==> src/rtl/game_sequencer.sv <==
// Game sequencer: start-button conditioning, one-second prescaler and the
// IDLE -> PRE countdown -> PLAY -> DONE flow, with registered display outputs.
module game_sequencer #(
  parameter int CLK_HZ       = 100000000,
  parameter int PRE_SECONDS  = 5,
  parameter int GAME_SECONDS = 30
) (
  input  logic       clk,
  input  logic       reset,
  input  logic       start_btn,
  input  logic       hit_in,
  output logic       game_begin,
  output logic [2:0] count_down,
  output logic [4:0] time_left,
  output logic [5:0] score,
  output logic       game_over
);

  localparam int              PW       = (CLK_HZ > 1) ? $clog2(CLK_HZ) : 1;
  localparam logic [PW-1:0]   PRE_LAST = PW'(CLK_HZ - 1);
  localparam logic [2:0]      CD_INIT  = 3'(PRE_SECONDS);
  localparam logic [4:0]      TL_INIT  = 5'(GAME_SECONDS);

  typedef enum logic [1:0] {
    IDLE = 2'd0,
    PRE  = 2'd1,
    PLAY = 2'd2,
    DONE = 2'd3
  } state_e;

  state_e        state_q, state_d;

  logic          sync1_q, sync2_q, dly_q;
  logic [1:0]    fill_q;
  logic          armed_q, armed_d;
  logic          start_edge;

  logic [PW-1:0] pre_q, pre_d;
  logic          tick;

  logic [2:0]    cd_q, cd_d;
  logic [4:0]    tl_q, tl_d;
  logic [5:0]    score_q, score_d;
  logic          gb_q, gb_d;
  logic          go_q, go_d;

  // Score increment that sticks at the 6-bit maximum.
  function automatic logic [5:0] sat_inc6(input logic [5:0] v);
    return (v == 6'h3F) ? v : v + 6'd1;
  endfunction

  // The edge detector is only armed once a genuine (post-reset) low level of
  // the synchronised button has been seen; fill_q marks when sync2_q starts
  // carrying a real sample, so a button held through reset never fires.
  assign armed_d    = armed_q | (fill_q[1] & ~sync2_q);
  assign start_edge = sync2_q & ~dly_q & armed_q;
  assign tick       = (pre_q == PRE_LAST);

  // Button synchroniser, delay flop and arming logic.
  always_ff @(posedge clk or negedge reset) begin
    if (!reset) begin
      sync1_q <= 1'b0;
      sync2_q <= 1'b0;
      dly_q   <= 1'b0;
      fill_q  <= 2'b00;
      armed_q <= 1'b0;
    end else begin
      sync1_q <= start_btn;
      sync2_q <= sync1_q;
      dly_q   <= sync2_q;
      fill_q  <= {fill_q[0], 1'b1};
      armed_q <= armed_d;
    end
  end

  // Next-state, prescaler and output-register values.
  always_comb begin
    state_d = state_q;
    cd_d    = cd_q;
    tl_d    = tl_q;
    score_d = score_q;
    gb_d    = gb_q;
    go_d    = go_q;
    pre_d   = tick ? '0 : pre_q + PW'(1);

    case (state_q)
      IDLE: begin
        cd_d    = CD_INIT;
        tl_d    = TL_INIT;
        score_d = 6'd0;
        gb_d    = 1'b0;
        go_d    = 1'b0;
        if (start_edge) begin
          state_d = PRE;
        end
      end
      PRE: begin
        if (tick) begin
          if (cd_q == 3'd1) begin
            state_d = PLAY;
            cd_d    = 3'd0;
            gb_d    = 1'b1;
          end else begin
            cd_d = cd_q - 3'd1;
          end
        end
      end
      PLAY: begin
        // A hit on the final tick still lands before the score freezes.
        if (hit_in) begin
          score_d = sat_inc6(score_q);
        end
        if (tick) begin
          if (tl_q == 5'd1) begin
            state_d = DONE;
            tl_d    = 5'd0;
            go_d    = 1'b1;
          end else begin
            tl_d = tl_q - 5'd1;
          end
        end
      end
      DONE: begin
        if (start_edge) begin
          state_d = PRE;
          score_d = 6'd0;
          cd_d    = CD_INIT;
          tl_d    = TL_INIT;
          gb_d    = 1'b0;
          go_d    = 1'b0;
        end
      end
      default: begin
        state_d = IDLE;
      end
    endcase

    // Restarting the prescaler on entry makes every state's first second full length.
    if (state_d != state_q) begin
      pre_d = '0;
    end
  end

  // State register.
  always_ff @(posedge clk or negedge reset) begin
    if (!reset) begin
      state_q <= IDLE;
    end else begin
      state_q <= state_d;
    end
  end

  // Prescaler and registered display/status values.
  always_ff @(posedge clk or negedge reset) begin
    if (!reset) begin
      pre_q   <= '0;
      cd_q    <= CD_INIT;
      tl_q    <= TL_INIT;
      score_q <= 6'd0;
      gb_q    <= 1'b0;
      go_q    <= 1'b0;
    end else begin
      pre_q   <= pre_d;
      cd_q    <= cd_d;
      tl_q    <= tl_d;
      score_q <= score_d;
      gb_q    <= gb_d;
      go_q    <= go_d;
    end
  end

  assign game_begin = gb_q;
  assign count_down = cd_q;
  assign time_left  = tl_q;
  assign score      = score_q;
  assign game_over  = go_q;

endmodule

==> config.mk <==
export PLATFORM = sky130hd
export DESIGN_NAME = game_sequencer
export DESIGN_NICKNAME = d
export VERILOG_FILES = /design/src/rtl/game_sequencer.sv
export SDC_FILE = /design/constraint.sdc
export NUM_CORES = 1
export LEC_CHECK = 0
export CAP_MARGIN = 20
export CORE_MARGIN = 2
export CORE_UTILIZATION = 55
export CTS_BUF_LIST = sky130_fd_sc_hd__clkbuf_4
export DETAILED_ROUTE_END_ITERATION = 16
export GPL_TIMING_DRIVEN = 0
export PLACE_DENSITY = 0.75
export REMOVE_ABC_BUFFERS = 1
export SKIP_LAST_GASP = 1
export SLEW_MARGIN = 20
export SYNTH_ARGS = -nofsm -noshare
export SYNTH_HDL_FRONTEND = slang
export SYNTH_SLANG_ARGS = --single-unit
==> constraint.sdc <==
create_clock -name clk -period 5.9 [get_ports clk]
set_clock_uncertainty 0.1 [all_clocks]
set_input_delay 1.77 -clock clk [delete_from_list [all_inputs] [get_ports clk]]
set_output_delay 1.77 -clock clk [all_outputs]
set_load 0.05 [all_outputs]
==> flow_results.xml <==
<?xml version="1.0" encoding="UTF-8"?>
<metrics>
  <group name="synthesis">
    <metric name="yosys.area.top_type_share" unit="">0.410</metric>
    <metric name="synth.cell_area" unit="µm²">2740</metric>
    <metric name="yosys.cell_types.count" unit="">56</metric>
    <metric name="synthesis.instances" unit="">286</metric>
    <metric name="yosys.area_share.adder" unit="">0.0410</metric>
    <metric name="synthXorXnorAreaFrac" unit="">0.0798</metric>
    <metric name="yosys.area.top_type" unit="">sky130_fd_sc_hd__dfrtp_1</metric>
    <metric name="synthesized_area_divided_by_synthesized_cell_count" unit="µm²">9.59</metric>
    <metric name="synth_top_cells_by_area" unit="">sky130_fd_sc_hd__dfrtp_1 41%, sky130_fd_sc_hd__dfstp_2 5.7%, sky130_fd_sc_hd__xor2_1 5.7%</metric>
    <metric name="complex_gate_fraction_of_the_synthesized_area" unit="">0.135</metric>
    <metric name="combinational_family_with_the_most_area_after_synthesis" unit="">simple AND/OR/NAND/NOR gates</metric>
    <metric name="synth-simple-area-share" unit="">0.241</metric>
    <metric name="ys_dominant_reg_cell" unit="">sky130_fd_sc_hd__dfrtp_1</metric>
    <metric name="seq_area_frac_synth" unit="">0.468</metric>
    <metric name="asyncSetResetFlopFracSynth" unit="">1.00</metric>
    <metric name="muxShareOfSynthArea" unit="">0.00365</metric>
    <metric name="synth-edff-count" unit="">0</metric>
    <metric name="synth.ff_latch_count" unit="">51</metric>
    <metric name="number_of_warning_messages_in_the_yosys_log" unit="">0</metric>
  </group>
  <group name="setup_path">
    <metric name="ff2ff_path_depth" unit="">5</metric>
    <metric name="worst_reg2reg_path_startpoint" unit="">pre_q[9]</metric>
    <metric name="critical_path.endpoint_type" unit="">primary output</metric>
    <metric name="crit_arrival" unit="ns">1.81</metric>
    <metric name="max_stage_delay" unit="ns">0.82</metric>
    <metric name="path_class" unit="">reg2out</metric>
    <metric name="path_depth" unit="">1</metric>
    <metric name="worstSetupStartpointType" unit="">flop</metric>
    <metric name="worst_r2r_endpoint" unit="">pre_q[4]</metric>
    <metric name="path_delay_family" unit="">buffers and inverters</metric>
    <metric name="critical_path.cell_chain" unit="">clkdlybuf4s50_1</metric>
    <metric name="cp_data_required_time" unit="ns">4.03</metric>
    <metric name="reg2reg_slack" unit="ns">3.12</metric>
    <metric name="crit_path_max_fanout" unit="">7</metric>
    <metric name="worst_path_max_delay_cell" unit="">sky130_fd_sc_hd__clkdlybuf4s50_1</metric>
    <metric name="worstPathBufferInverterCount" unit="">1</metric>
  </group>
  <group name="cells_and_area">
    <metric name="finalNetCount" unit="">316</metric>
    <metric name="num_antenna_cells" unit="">0</metric>
    <metric name="area_growth_syn_to_layout" unit="%">10.9</metric>
    <metric name="num-fill-cells" unit="">421</metric>
    <metric name="final_layout_size_suffix_gt1_frac" unit="">0.0921</metric>
  </group>
  <group name="route">
    <metric name="detail_route.wirelength" unit="µm">5200</metric>
    <metric name="routed-via-count" unit="">2117</metric>
    <metric name="drtIter0Drc" unit="">136</metric>
    <metric name="route.detailed.drc" unit="">0</metric>
    <metric name="vias_per_cell" unit="">5.71</metric>
    <metric name="route.antenna.remaining_nets" unit="">0</metric>
    <metric name="drt-wirelength-per-cell" unit="µm">14.0</metric>
    <metric name="detailedRoute.firstPassIterationCount" unit="">4</metric>
  </group>
  <group name="floorplan">
    <metric name="die-width" unit="µm">74.6</metric>
    <metric name="die_h" unit="µm">74.6</metric>
    <metric name="design.portCount" unit="">20</metric>
    <metric name="floorplan.die_area" unit="µm²">5570</metric>
    <metric name="start_util" unit="">0.577</metric>
    <metric name="coreArea" unit="µm²">4750</metric>
    <metric name="placement_rows" unit="">25</metric>
  </group>
  <group name="sta">
    <metric name="finalWorstPathRequiredPeriod" unit="ns">3.68</metric>
    <metric name="worst_slack" unit="ns">2.22</metric>
    <metric name="rsz0062_at_grt" unit="">no</metric>
    <metric name="fmaxAchievable" unit="MHz">272</metric>
    <metric name="worst_pin_slew" unit="ns">0.932</metric>
    <metric name="report.final.slew_viol_count" unit="">0</metric>
    <metric name="finalSetupViolCount" unit="">0</metric>
    <metric name="relSlewSlack" unit="">0.373</metric>
    <metric name="final_report_hold_violation_count" unit="">0</metric>
    <metric name="final.period_utilization" unit="">0.623</metric>
    <metric name="tns" unit="ns">0</metric>
  </group>
  <group name="clock_tree">
    <metric name="hold_buffers" unit="">0</metric>
    <metric name="cts_buffer_count" unit="">5</metric>
    <metric name="cts.root.buffer_cell" unit="">sky130_fd_sc_hd__clkbuf_4</metric>
    <metric name="clock_tree_from_tritoncts" unit="">done</metric>
    <metric name="cts_post_setup_buffers_inserted" unit="">0</metric>
    <metric name="cts.sink_count" unit="">51</metric>
    <metric name="cts_max_path_buffers" unit="">2</metric>
    <metric name="clkTransAtPathRegs" unit="ns">0.14</metric>
    <metric name="cts.htree.levels" unit="">2</metric>
    <metric name="worst_skew_pair.late_latency" unit="ns">0.37</metric>
    <metric name="cts-resized-gates" unit="">0</metric>
  </group>
  <group name="placement">
    <metric name="placement.io_buffers" unit="">19</metric>
    <metric name="place_ws" unit="ns">2.64</metric>
    <metric name="gp_routability_congestion" unit="">0.846</metric>
    <metric name="dp_hpwl" unit="µm">3600</metric>
  </group>
  <group name="global_route">
    <metric name="grt.total_usage" unit="">0.205</metric>
    <metric name="grt.overflow.total" unit="">0</metric>
    <metric name="first_global_vias" unit="">1890</metric>
    <metric name="grt_max_degree" unit="">52</metric>
    <metric name="grt_pass1_wl" unit="µm">8780</metric>
    <metric name="number_of_antenna_violations_at_the_first_check_in_global_routing" unit="">0</metric>
  </group>
  <group name="hold_path">
    <metric name="worst_hold_path.endpoint" unit="">sync2_q</metric>
    <metric name="worstHoldPathCells" unit="">0</metric>
    <metric name="min-delay-path-class" unit="">reg2reg</metric>
    <metric name="min-delay-start" unit="">sync1_q</metric>
  </group>
  <group name="power_and_ir_drop">
    <metric name="leakage_power" unit="µW">0.00133</metric>
    <metric name="vdd.ir_drop.worst" unit="mV">0.138</metric>
    <metric name="post-layout-total-power" unit="µW">724</metric>
    <metric name="power_density" unit="nW/µm²">238</metric>
  </group>
  <group name="run">
    <metric name="drv_cap" unit="">0</metric>
  </group>
  <group name="outcome">
    <metric name="run_status" unit="">finished, final reports clean</metric>
  </group>
</metrics>
==> through the flow <==
step | utilization | hold WS, ns | area, µm² | instances
finish | 0.640 | 0.264 | 3040 | 371
floorplan | - | 0.231 | 2710 | 277
global placement | 0.627 | 0.232 | 2980 | 363
CTS | 0.639 | 0.267 | 3040 | 371
detailed placement | 0.627 | 0.235 | 2980 | 363
global route | 0.640 | 0.291 | 3040 | 371
==> placed cells by master (no fill, tap or decap), types with 2 or more instances in the layout <==
master	n
sky130_fd_sc_hd__xor2_1	18
sky130_fd_sc_hd__nand4_1	13
sky130_fd_sc_hd__or4_1	3
sky130_fd_sc_hd__nand3_1	14
sky130_fd_sc_hd__nor2_1	40
sky130_fd_sc_hd__a21o_1	4
sky130_fd_sc_hd__clkdlybuf4s50_1	18
sky130_fd_sc_hd__dfrtp_1	45
sky130_fd_sc_hd__o2bb2ai_1	2
sky130_fd_sc_hd__nand2_1	20
sky130_fd_sc_hd__a22oi_1	2
sky130_fd_sc_hd__dfstp_2	6
sky130_fd_sc_hd__inv_1	13
sky130_fd_sc_hd__a31oi_1	3
sky130_fd_sc_hd__and3_2	2
sky130_fd_sc_hd__and3_1	5
sky130_fd_sc_hd__o31ai_1	3
sky130_fd_sc_hd__xnor2_1	7
sky130_fd_sc_hd__nand2b_1	3
sky130_fd_sc_hd__a21oi_1	17
sky130_fd_sc_hd__o21ai_0	10
sky130_fd_sc_hd__clkbuf_4	6
sky130_fd_sc_hd__nor3_1	4
sky130_fd_sc_hd__o41ai_1	2
sky130_fd_sc_hd__o22ai_1	2
sky130_fd_sc_hd__ha_1	9
==> power by group <==
group / switching [µW] / total, µW / internal [µW]
Combinational: 106 / 167 / 61.3
Sequential: 27.0 / 399 / 371
Clock: 108 / 159 / 50.8
Total: 241 / 724 / 484
==> sequential cells by signal, indices dropped and copies added (netlist names) <==
name	count
dly_q	1
game_over	1
fill_q	2
score	6
armed_q	1
sync1_q	1
game_begin	1
state_q	2
time_left	5
count_down	3
pre_q	27
sync2_q	1
==> final cells by class <==
| type | instances | area, µm² | area share |
|---|---|---|---|
| multi-input cells | 213 | 1380 | 0.454 |
| repair buffers | 19 | 188 | 0.0617 |
| well taps | 67 | 83.8 | 0.0275 |
| clock inverters | 2 | 12.5 | 0.00411 |
| flip-flops and latches | 51 | 1280 | 0.422 |
| clock buffers | 6 | 45.0 | 0.0148 |
| inverters | 13 | 48.8 | 0.0160 |
==> worst max path at each step <==
stage	startpoint	endpoint	slack, ns
after floorplan	hit_in	score[4]	3.25
after global placement	reset	pre_q[17]	1.50
after detailed placement	time_left[3]	time_left[3]	2.64
after CTS	time_left[3]	time_left[3]	2.21
after global routing	time_left[3]	time_left[3]	2.16
final	time_left[3]	time_left[3]	2.22
==> synth_stat cells, drive strengths merged (3+ instances only) <==
cell	count
dfstp	6
xor2	18
nor4	3
o41ai	3
nand2	21
a31oi	3
a21o	4
a21oi	17
clkbuf	7
o31ai	3
nand4	14
o21ai	10
inv	13
xnor2	7
nand2b	3
nor3	4
nand3	15
nor2	40
or4	4
dfrtp	45
and3	7
ha	9
==> per-layer routing <==
metal  up-vias  GRT usage  share of wire
li1       1048          -              -
met1      1020      0.315           0.49
met2        43      0.296           0.46
met3         6     0.0321          0.032
met4         0     0.0714          0.015
met5         -          0              0
==> cell families (layout without fill, tap and decap cells) <==
family                     Yosys count  after routing
muxes                                1              1
adders and majority gates            9              9
xor gates and xnor gates            25             25
buffers and inverters               22             40
and+or+nand+nor                    123            123
DFF                                 51             51
other                                1              1
AOI/OAI and AO/OA                   54             54
(Power assumes the default switching activity.)
